[src/rtl/v_multi_vc_sender.sv]
// Test-traffic injector: buffers flits and sends each one on a credit-managed VC.
// Sending is paced by a minimum idle gap; stalls and credit overflows raise sticky flags.
module v_multi_vc_sender #(
   parameter int FLIT_W            = 256,
   parameter int BUF_DEPTH         = 8,
   parameter int VC_NUM            = 4,
   parameter int VC_DEPTH          = 2,
   parameter int GAP_W             = 8,
   parameter int TIMEOUT_THRESHOLD = 64,
   localparam int VC_IDX_W         = (VC_NUM > 1) ? $clog2(VC_NUM) : 1,
   localparam int CRD_W            = $clog2(VC_DEPTH + 1)
) (
   input  logic                clk,
   input  logic                rst,
   input  logic                new_test_vld_i,
   output logic                new_test_rdy_o,
   input  logic [FLIT_W-1:0]   new_flit_i,
   input  logic                new_qos_hi_i,
   output logic                tx_flit_v_o,
   output logic [FLIT_W-1:0]   tx_flit_o,
   output logic [VC_IDX_W-1:0] tx_flit_vc_id_o,
   input  logic                tx_lcrd_v_i,
   input  logic [VC_IDX_W-1:0] tx_lcrd_id_i,
   output logic                sb_vld_o,
   input  logic                sb_rdy_i,
   output logic [VC_IDX_W-1:0] sb_vc_id_o,
   output logic [63:0]         sb_sent_cycle_o,
   input  logic [63:0]         mcycle_i,
   input  logic [GAP_W-1:0]    min_gap_i,
   output logic                timeout_o,
   output logic                crd_err_o
);

   localparam int AW      = $clog2(BUF_DEPTH);
   localparam int NRM_NUM = (VC_NUM > 1) ? VC_NUM - 1 : 1;
   localparam int STALL_W = $clog2(TIMEOUT_THRESHOLD + 1);
   localparam logic [VC_IDX_W-1:0] HI_VC     = VC_IDX_W'(VC_NUM - 1);
   localparam logic [VC_IDX_W-1:0] NRM_LAST  = VC_IDX_W'(NRM_NUM - 1);
   localparam logic [STALL_W-1:0]  STALL_THR = STALL_W'(TIMEOUT_THRESHOLD);
   localparam logic [CRD_W-1:0]    CRD_MAX   = CRD_W'(VC_DEPTH);

   logic [FLIT_W:0]     r_mem [BUF_DEPTH];
   logic [AW:0]         r_wr_ptr;
   logic [AW:0]         r_rd_ptr;
   logic [CRD_W-1:0]    r_crd [VC_NUM];
   logic [VC_IDX_W-1:0] r_rr_ptr;
   logic [GAP_W-1:0]    r_gap;
   logic [STALL_W-1:0]  r_stall;
   logic                r_timeout;
   logic                r_crd_err;

   logic [FLIT_W:0]     w_head;
   logic                w_head_qos;
   logic                w_hi_sel;
   logic                w_empty;
   logic                w_full;
   logic                w_enq;
   logic                w_send;
   logic [VC_IDX_W-1:0] w_rr_vc;
   logic [VC_IDX_W-1:0] w_sel_vc;
   logic [VC_NUM-1:0]   w_ovf;
   logic [STALL_W-1:0]  w_stall_next;

   assign w_empty    = (r_wr_ptr == r_rd_ptr);
   assign w_full     = (r_wr_ptr[AW] != r_rd_ptr[AW]) && (r_wr_ptr[AW-1:0] == r_rd_ptr[AW-1:0]);
   assign w_enq      = new_test_vld_i && !w_full;
   assign w_head     = r_mem[r_rd_ptr[AW-1:0]];
   assign w_head_qos = w_head[FLIT_W];
   assign w_hi_sel   = (VC_NUM > 1) && w_head_qos;
   assign w_sel_vc   = w_hi_sel ? HI_VC : w_rr_vc;

   // Reset gates the send so nothing leaves the block in the reset cycle.
   assign w_send = !rst && !w_empty && (r_crd[w_sel_vc] != '0) && sb_rdy_i && (r_gap >= min_gap_i);

   // First normal VC with credit, scanning from the RR pointer; falls back to the pointer itself.
   always_comb begin : p_rr_pick
      logic [VC_IDX_W:0] v_sum;
      logic              v_found;
      w_rr_vc = r_rr_ptr;
      v_found = 1'b0;
      v_sum   = '0;
      for (int i = 0; i < NRM_NUM; i++) begin
         v_sum = {1'b0, r_rr_ptr} + (VC_IDX_W + 1)'(i);
         if (v_sum >= (VC_IDX_W + 1)'(NRM_NUM)) begin
            v_sum = v_sum - (VC_IDX_W + 1)'(NRM_NUM);
         end
         if (!v_found && (r_crd[v_sum[VC_IDX_W-1:0]] != '0)) begin
            v_found = 1'b1;
            w_rr_vc = v_sum[VC_IDX_W-1:0];
         end
      end
   end

   genvar gi;
   generate
      for (gi = 0; gi < VC_NUM; gi++) begin : g_vc
         logic w_inc;
         logic w_dec;
         assign w_inc     = tx_lcrd_v_i && (tx_lcrd_id_i == VC_IDX_W'(gi));
         assign w_dec     = w_send && (w_sel_vc == VC_IDX_W'(gi));
         assign w_ovf[gi] = w_inc && !w_dec && (r_crd[gi] == CRD_MAX);

         always_ff @(posedge clk) begin
            if (rst) begin
               r_crd[gi] <= CRD_MAX;
            end else if (w_inc && !w_dec && (r_crd[gi] != CRD_MAX)) begin
               r_crd[gi] <= r_crd[gi] + CRD_W'(1);
            end else if (w_dec && !w_inc) begin
               r_crd[gi] <= r_crd[gi] - CRD_W'(1);
            end
         end
      end
   endgenerate

   assign w_stall_next = (w_send || w_empty)  ? '0 :
                         (r_stall == STALL_THR) ? r_stall : r_stall + STALL_W'(1);

   always_ff @(posedge clk) begin
      if (w_enq) begin
         r_mem[r_wr_ptr[AW-1:0]] <= {new_qos_hi_i, new_flit_i};
      end
   end

   always_ff @(posedge clk) begin
      if (rst) begin
         r_wr_ptr  <= '0;
         r_rd_ptr  <= '0;
         r_rr_ptr  <= '0;
         r_gap     <= '1;
         r_stall   <= '0;
         r_timeout <= 1'b0;
         r_crd_err <= 1'b0;
      end else begin
         if (w_enq) begin
            r_wr_ptr <= r_wr_ptr + (AW + 1)'(1);
         end
         if (w_send) begin
            r_rd_ptr <= r_rd_ptr + (AW + 1)'(1);
         end
         if (w_send && !w_hi_sel) begin
            r_rr_ptr <= (w_rr_vc == NRM_LAST) ? '0 : w_rr_vc + VC_IDX_W'(1);
         end
         if (w_send) begin
            r_gap <= '0;
         end else if (!(&r_gap)) begin
            r_gap <= r_gap + GAP_W'(1);
         end
         r_stall <= w_stall_next;
         if (w_stall_next == STALL_THR) begin
            r_timeout <= 1'b1;
         end
         if (|w_ovf) begin
            r_crd_err <= 1'b1;
         end
      end
   end

   assign new_test_rdy_o  = !w_full;
   assign tx_flit_v_o     = w_send;
   assign tx_flit_o       = w_head[FLIT_W-1:0];
   assign tx_flit_vc_id_o = w_sel_vc;
   assign sb_vld_o        = w_send;
   assign sb_vc_id_o      = w_sel_vc;
   assign sb_sent_cycle_o = mcycle_i;
   assign timeout_o       = r_timeout;
   assign crd_err_o       = r_crd_err;

endmodule

[config.mk]
export PLATFORM = sky130hd
export DESIGN_NAME = v_multi_vc_sender
export DESIGN_NICKNAME = d
export VERILOG_FILES = /design/src/rtl/v_multi_vc_sender.sv
export SDC_FILE = /design/constraint.sdc
export NUM_CORES = 2
export LEC_CHECK = 0
export ABC_CLOCK_PERIOD_IN_PS = 72500
export CORE_ASPECT_RATIO = 1.4
export CORE_MARGIN = 3
export CORE_UTILIZATION = 50
export CTS_CLUSTER_DIAMETER = 80
export DETAILED_ROUTE_END_ITERATION = 16
export PLACE_DENSITY_LB_ADDON = 0.08
export SETUP_SLACK_MARGIN = 0.4
export SLEW_MARGIN = 20
export SYNTH_ARGS = -nofsm -noshare
export SYNTH_HDL_FRONTEND = slang
export SYNTH_SLANG_ARGS = --single-unit
[constraint.sdc]
create_clock -name clk -period 72.5 [get_ports clk]
set_input_delay 14.5 -clock clk [delete_from_list [all_inputs] [get_ports clk]]
set_output_delay 14.5 -clock clk [all_outputs]
set_load 0.01 [all_outputs]
Word level (Yosys, flattened, before mapping) --
Memory sizes are Yosys's and may differ from the RTL's. A register that Yosys moved wholly into a read port is not among the register bits. Cells that the tools add are included.
Word-level totals: latch bits 0, ROM bits 0, logic and storage cells 172, output and inout bits 329, memories 2, memory bits (writable) 2064, register bits 27, input port bits 336
Cells by class: eq/ne operators 21, divide/modulo/power cells 0, reductions and logical operators 56, shifts and indexed selects 0, order comparisons 4, add/sub/neg operators 18, mux-type cells 56, multiply operators 0, bitwise operators 8
Memories:
- r_mem | depth 8, bits a word 257, read ports 1, clocked after memory_dff 1, wr ports 1, line 42 | logic [FLIT_W:0] r_mem [BUF_DEPTH];
- r_crd | depth 4, bits a word 2, read ports 8, clocked after memory_dff 0, wr ports 4, line 45 | logic [CRD_W-1:0] r_crd [VC_NUM];
Operators by type and width (count):
- 1-bit two-way mux | 34
- 1-bit logical AND | 33
- 2-bit two-way mux | 16
- 2-bit equality test (second input constant) | 9
- 8-bit two-way mux | 2
- 7-bit equality test (second input constant) | 2
- 1-bit zero test | 14
- 7-bit two-way mux | 2
- 2-bit by 1-bit adder with 2-bit output (second input constant) | 5
- 2-bit != test (second input constant) | 5
- 4-bit by 1-bit adder with 4-bit output (second input constant) | 2
- 8-bit by 1-bit adder with 8-bit output (second input constant) | 1
- 8-bit >= comparator | 1
- 1-bit bitwise OR | 8
- 8-bit AND reduction | 1
- 2-bit nonzero test | 4
- 2-bit by 1-bit subtractor with 2-bit output (second input constant) | 4
- 7-bit by 1-bit adder with 7-bit output (second input constant) | 1
- 3-bit by 2-bit >= comparator with 1-bit output (second input constant) | 2
- 3-bit two-way mux | 2
- 2-bit subtractor (second input constant) | 3
- 2-bit by 1-bit equality test with 1-bit output (second input constant) | 2
- 4-bit equality test | 1
- 2-bit zero test | 2
- other kinds (7) | 7

Logic depth before layout (Yosys ltp) --
An unclocked memory read counts as a cell.
depth in word-level cells 26, mapped depth 14, gate-level depth less buffers 11

Least setup slack after synthesis --
Ideal clock, no wire load.
path kind input to register, start input new_test_vld_i, end memory r_mem[1][0] in the netlist's numbering (enable), cell stages on the path 2, buffers on the path 0, library setup time 1.596 ns, data required time 70.904 ns, data arrival time 40.638 ns, path slack 30.267 ns, cells stage by stage nand2_1 -> nor4b_1
On the way: cells in the longest elaborated chain, start to end 3
Ends and longest elaborated chain:
- start, declared | line 15 | input logic new_test_vld_i,
- 1-bit logical AND | line 66 | assign w_enq = new_test_vld_i && !w_full;
- 1-bit two-way mux | line 119 | if (w_enq) begin
- 1-bit two-way mux (not written as such) | line 120 | r_mem[r_wr_ptr[AW-1:0]] <= {new_qos_hi_i, new_flit_i};
- end, declared | line 42
Every way passes these cells.

Worst setup path in the final report --
start input min_gap_i[2], end output tx_flit_v_o
On the way: cells in the longest elaborated chain, start to end 2
Ends and longest elaborated chain:
- start, declared | line 29 | input logic [GAP_W-1:0] min_gap_i,
- 8-bit >= comparator | line 73 | assign w_send = !rst && !w_empty && (r_crd[w_sel_vc] != '0) && sb_rdy_i && (r_gap >= min_gap_i);
- 1-bit logical AND | line 73
- end, declared | line 19 | output logic tx_flit_v_o,
Every way passes these cells.

==> summary.md <==
| Metric | Value |
|---|---|
| VDD IR max | 0.02276 mV |
| RSZ-0062 raised after global routing | no |
| Num CTS Buffers | 195 |
| Seq/Total Area, Yosys | 78.09% |
| Worst-path fanout max | 12 |
| Post-Syn Area | 80140 µm² |
| Die W | 344.4 µm |
| CORE AREA | 159100 µm² |
| Largest net degree at the start of global routing | 147 |
| Port bufs | 536 |
| Share of post-route cells with drive strength above 1 | 27.51% |
| RD Place Congestion | 0.8300 |
| Post_cts resized | 0 |
| Final setup violation count | 0 |
| Layout area overhead | 17.46% |
| Routed Antenna Nets | 0 |
| First-pass GRT wire length | 260.6 mm |
| Post-CTS setup buffer count | 0 |
| Max Buffers Root-to-Sink | 3 |
| Initial DRC Count | 2551 |
| DRC | 0 |
| GR Overflow Total | 0 |
| Sum Neg Setup Slack | 0 ns |
| Leakage | 28.76 nW |
| Post-synth EDFFs | 2064 |
| CTS clock-pin slew for the worst setup and hold paths | 0.06 ns |
| CTS H-tree lvls | 4 |
| YS warnings | 0 |
| Async set-reset flop share out of synthesis | 0% |
| CP arrival | 17.40 ns |
| Root buffer cell | clkbuf_16 |
| Maxcap violations | 0 |
| Detailed Route WL | 178.6 mm |
| Type of origin of the critical path | input port |
| Average routed wire per standard cell | 28.65 µm |
| Clk_lat worst skew | 0.80 ns |
| Worst hold path class | reg2reg |
| Syn_area_per_cell | 23.76 µm² |
| Worst clock skew | 0.01834 ns |
| Post-synthesis cell count | 3373 |
| Crit end category | output port |
| Post-synth cell types | 70 |
| Status | complete, no violations |
| Pwr dens | 28.00 nW/µm² |
| Final period utilization | 44.00% |
| Rows | 173 |
| Final hold violations | 0 |
| Initial core utilization | 50.37% |
| Overall Power | 2.636 mW |
| Vias in the first global route | 39140 |
| Chip height | 479.7 µm |
| Via density | 5.836 |
| Synth Flop Type | edfxtp_1 |
| Hold Slack | 0.4823 ns |
| Max transition margin | 30.88% |
| GRT Total Usage | 21.79% |
| Hold_buf cts | 0 |
| FF+latch count, synth | 2094 |
| Minimum clock period | 31.90 ns |
| Antenna violations before repair | 68 |
| Critical path required time | 58.00 ns |
| Detailed placement HPWL | 97.14 mm |
| IO Pins | 665 |
| Die area | 165200 µm² |
| Post-synthesis net count | 3729 |
| Final Max Slew Viols | 0 |
| Max Freq | 0.03135 GHz |
| 1st-pass router iterations | 5 |
| Nets@finish | 4291 |
| Routed via count | 36377 |
| Critical path class | in2out |
| Worst-Margin Slew | 1.037 ns |
| Sinks on the clock net | 2094 |
| CTS tree | done |
[Yosys cell counts (3+ instances only)]
cell type	n	area share [%]
nor3b_1	4	0.037
inv_1	21	0.098
o21a_1	4	0.037
a31oi_1	5	0.039
a21oi_1	11	0.069
nor4_1	3	0.023
a211oi_1	3	0.028
nor3_1	14	0.087
nand2_1	24	0.11
mux2_2	257	3.6
edfxtp_1	2064	77
nand3_1	15	0.094
and3_1	11	0.086
or3_1	5	0.039
mux4_2	518	15
dfxtp_1	30	0.75
or4_1	3	0.028
o21ai_0	7	0.044
ha_1	20	0.31
o21ai_1	14	0.087
buf_1	59	0.28
nor2_1	24	0.11
o211ai_1	6	0.056
nand4_1	5	0.039
xnor2_1	8	0.087
clkbuf_1	94	0.44
or2_2	5	0.039
xor2_1	10	0.11
mux2i_1	8	0.10
buf_4	69	0.65
[logic make-up after synthesis]
group	synth area share, %
DFF	78.09
muxes	18.27
buffers and inverters	1.485
and+or+nand+nor	0.8681
AOI/OAI and AO/OA	0.7776
adders and majority gates	0.3123
xor gates and xnor gates	0.1967
[final timing paths]
| kind | start | end | slack [ns] | cells after the start |
|---|---|---|---|---|
| setup / recovery | min_gap_i[2] | tx_flit_v_o | 40.60 | 12 |
| hold / removal | r_rd_ptr[3] | r_rd_ptr[3] | 0.48 | 2 |
| setup reg to reg | r_wr_ptr[1] | r_mem[5][187] | 68.00 | 9 |
| hold reg to reg | r_rd_ptr[3] | r_rd_ptr[3] | 0.48 | 2 |
[worst max-delay path, stage by stage]
cell and delay [ns]:
clkdlybuf4s50_1 0.45, inv_1 0.04, ha_1 0.28, nand2_1 0.05, o21ai_0 0.17, nand4_1 0.12, a21oi_1 0.28, o311ai_1 0.22
a211oi_2 0.38, nor2_2 0.13, inv_2 0.20, clkdlybuf4s50_1 0.57
[power by group]
group          internal, mW  switching (mW)
logic                 0.136           0.124
registers              1.36          0.0116
clock network         0.576           0.425
[layout make-up]
cell class	count	area [µm²]
well taps	2100	2628
clock buffers	232	5104
flip-flops and latches	2094	62590
inverters	23	86.33
diodes	40	100.1
multi-input cells	1033	16420
clock inverters	123	1215
fillers	11291	64960
repair buffers	588	5987
[layout by cell type, fill, tap and decap left out, types with 6 or more instances in the layout]
master and instances:
bufinv_16 21, nor2_1 23, ha_1 20, edfxtp_1 2064
inv_1 21, a21oi_1 11, mux2i_1 8, nor3_1 11
dfxtp_1 27, clkdlybuf4s50_1 536, o21ai_0 7, buf_12 15
xor2_1 10, clkbuf_16 199, and3_1 11, mux4_2 518
clkinv_1 53, o21ai_1 14, nand3_1 15, buf_4 34
xnor2_1 8, mux2_2 257, diode_2 40, o211ai_1 6
nand2_1 24, clkinv_2 28, clkinvlp_4 9, clkbuf_1 33
[flip-flops by register name (all words and copies together), names as in the netlist, named ones only]
signal     flops
r_stall        7
r_mem       2056
r_rr_ptr       2
crd_err_o      1
r_wr_ptr       4
timeout_o      1
r_rd_ptr       4
r_gap          8
r_crd          8
[stage by stage]
step	instance area, µm²	util, %	worst slack [ns]	instances
after floorplan	80140	-	30.27	3373
after global placement	87650	55.10	40.55	5836
after detailed placement	87650	55.10	40.58	5836
after CTS	93970	59.07	40.57	6191
after global routing	94050	59.11	40.28	6199
final	94130	59.17	40.60	6233
[routing by layer]
layer,vias up,wire length [µm],track usage (%)
met3,316,16870,8.337
met4,50,3626,5.812
met1,19473,70700,28.04
met2,1053,87030,35.04
li1,15485,-,-
met5,-,357,0
(Power assumes the default switching activity.)
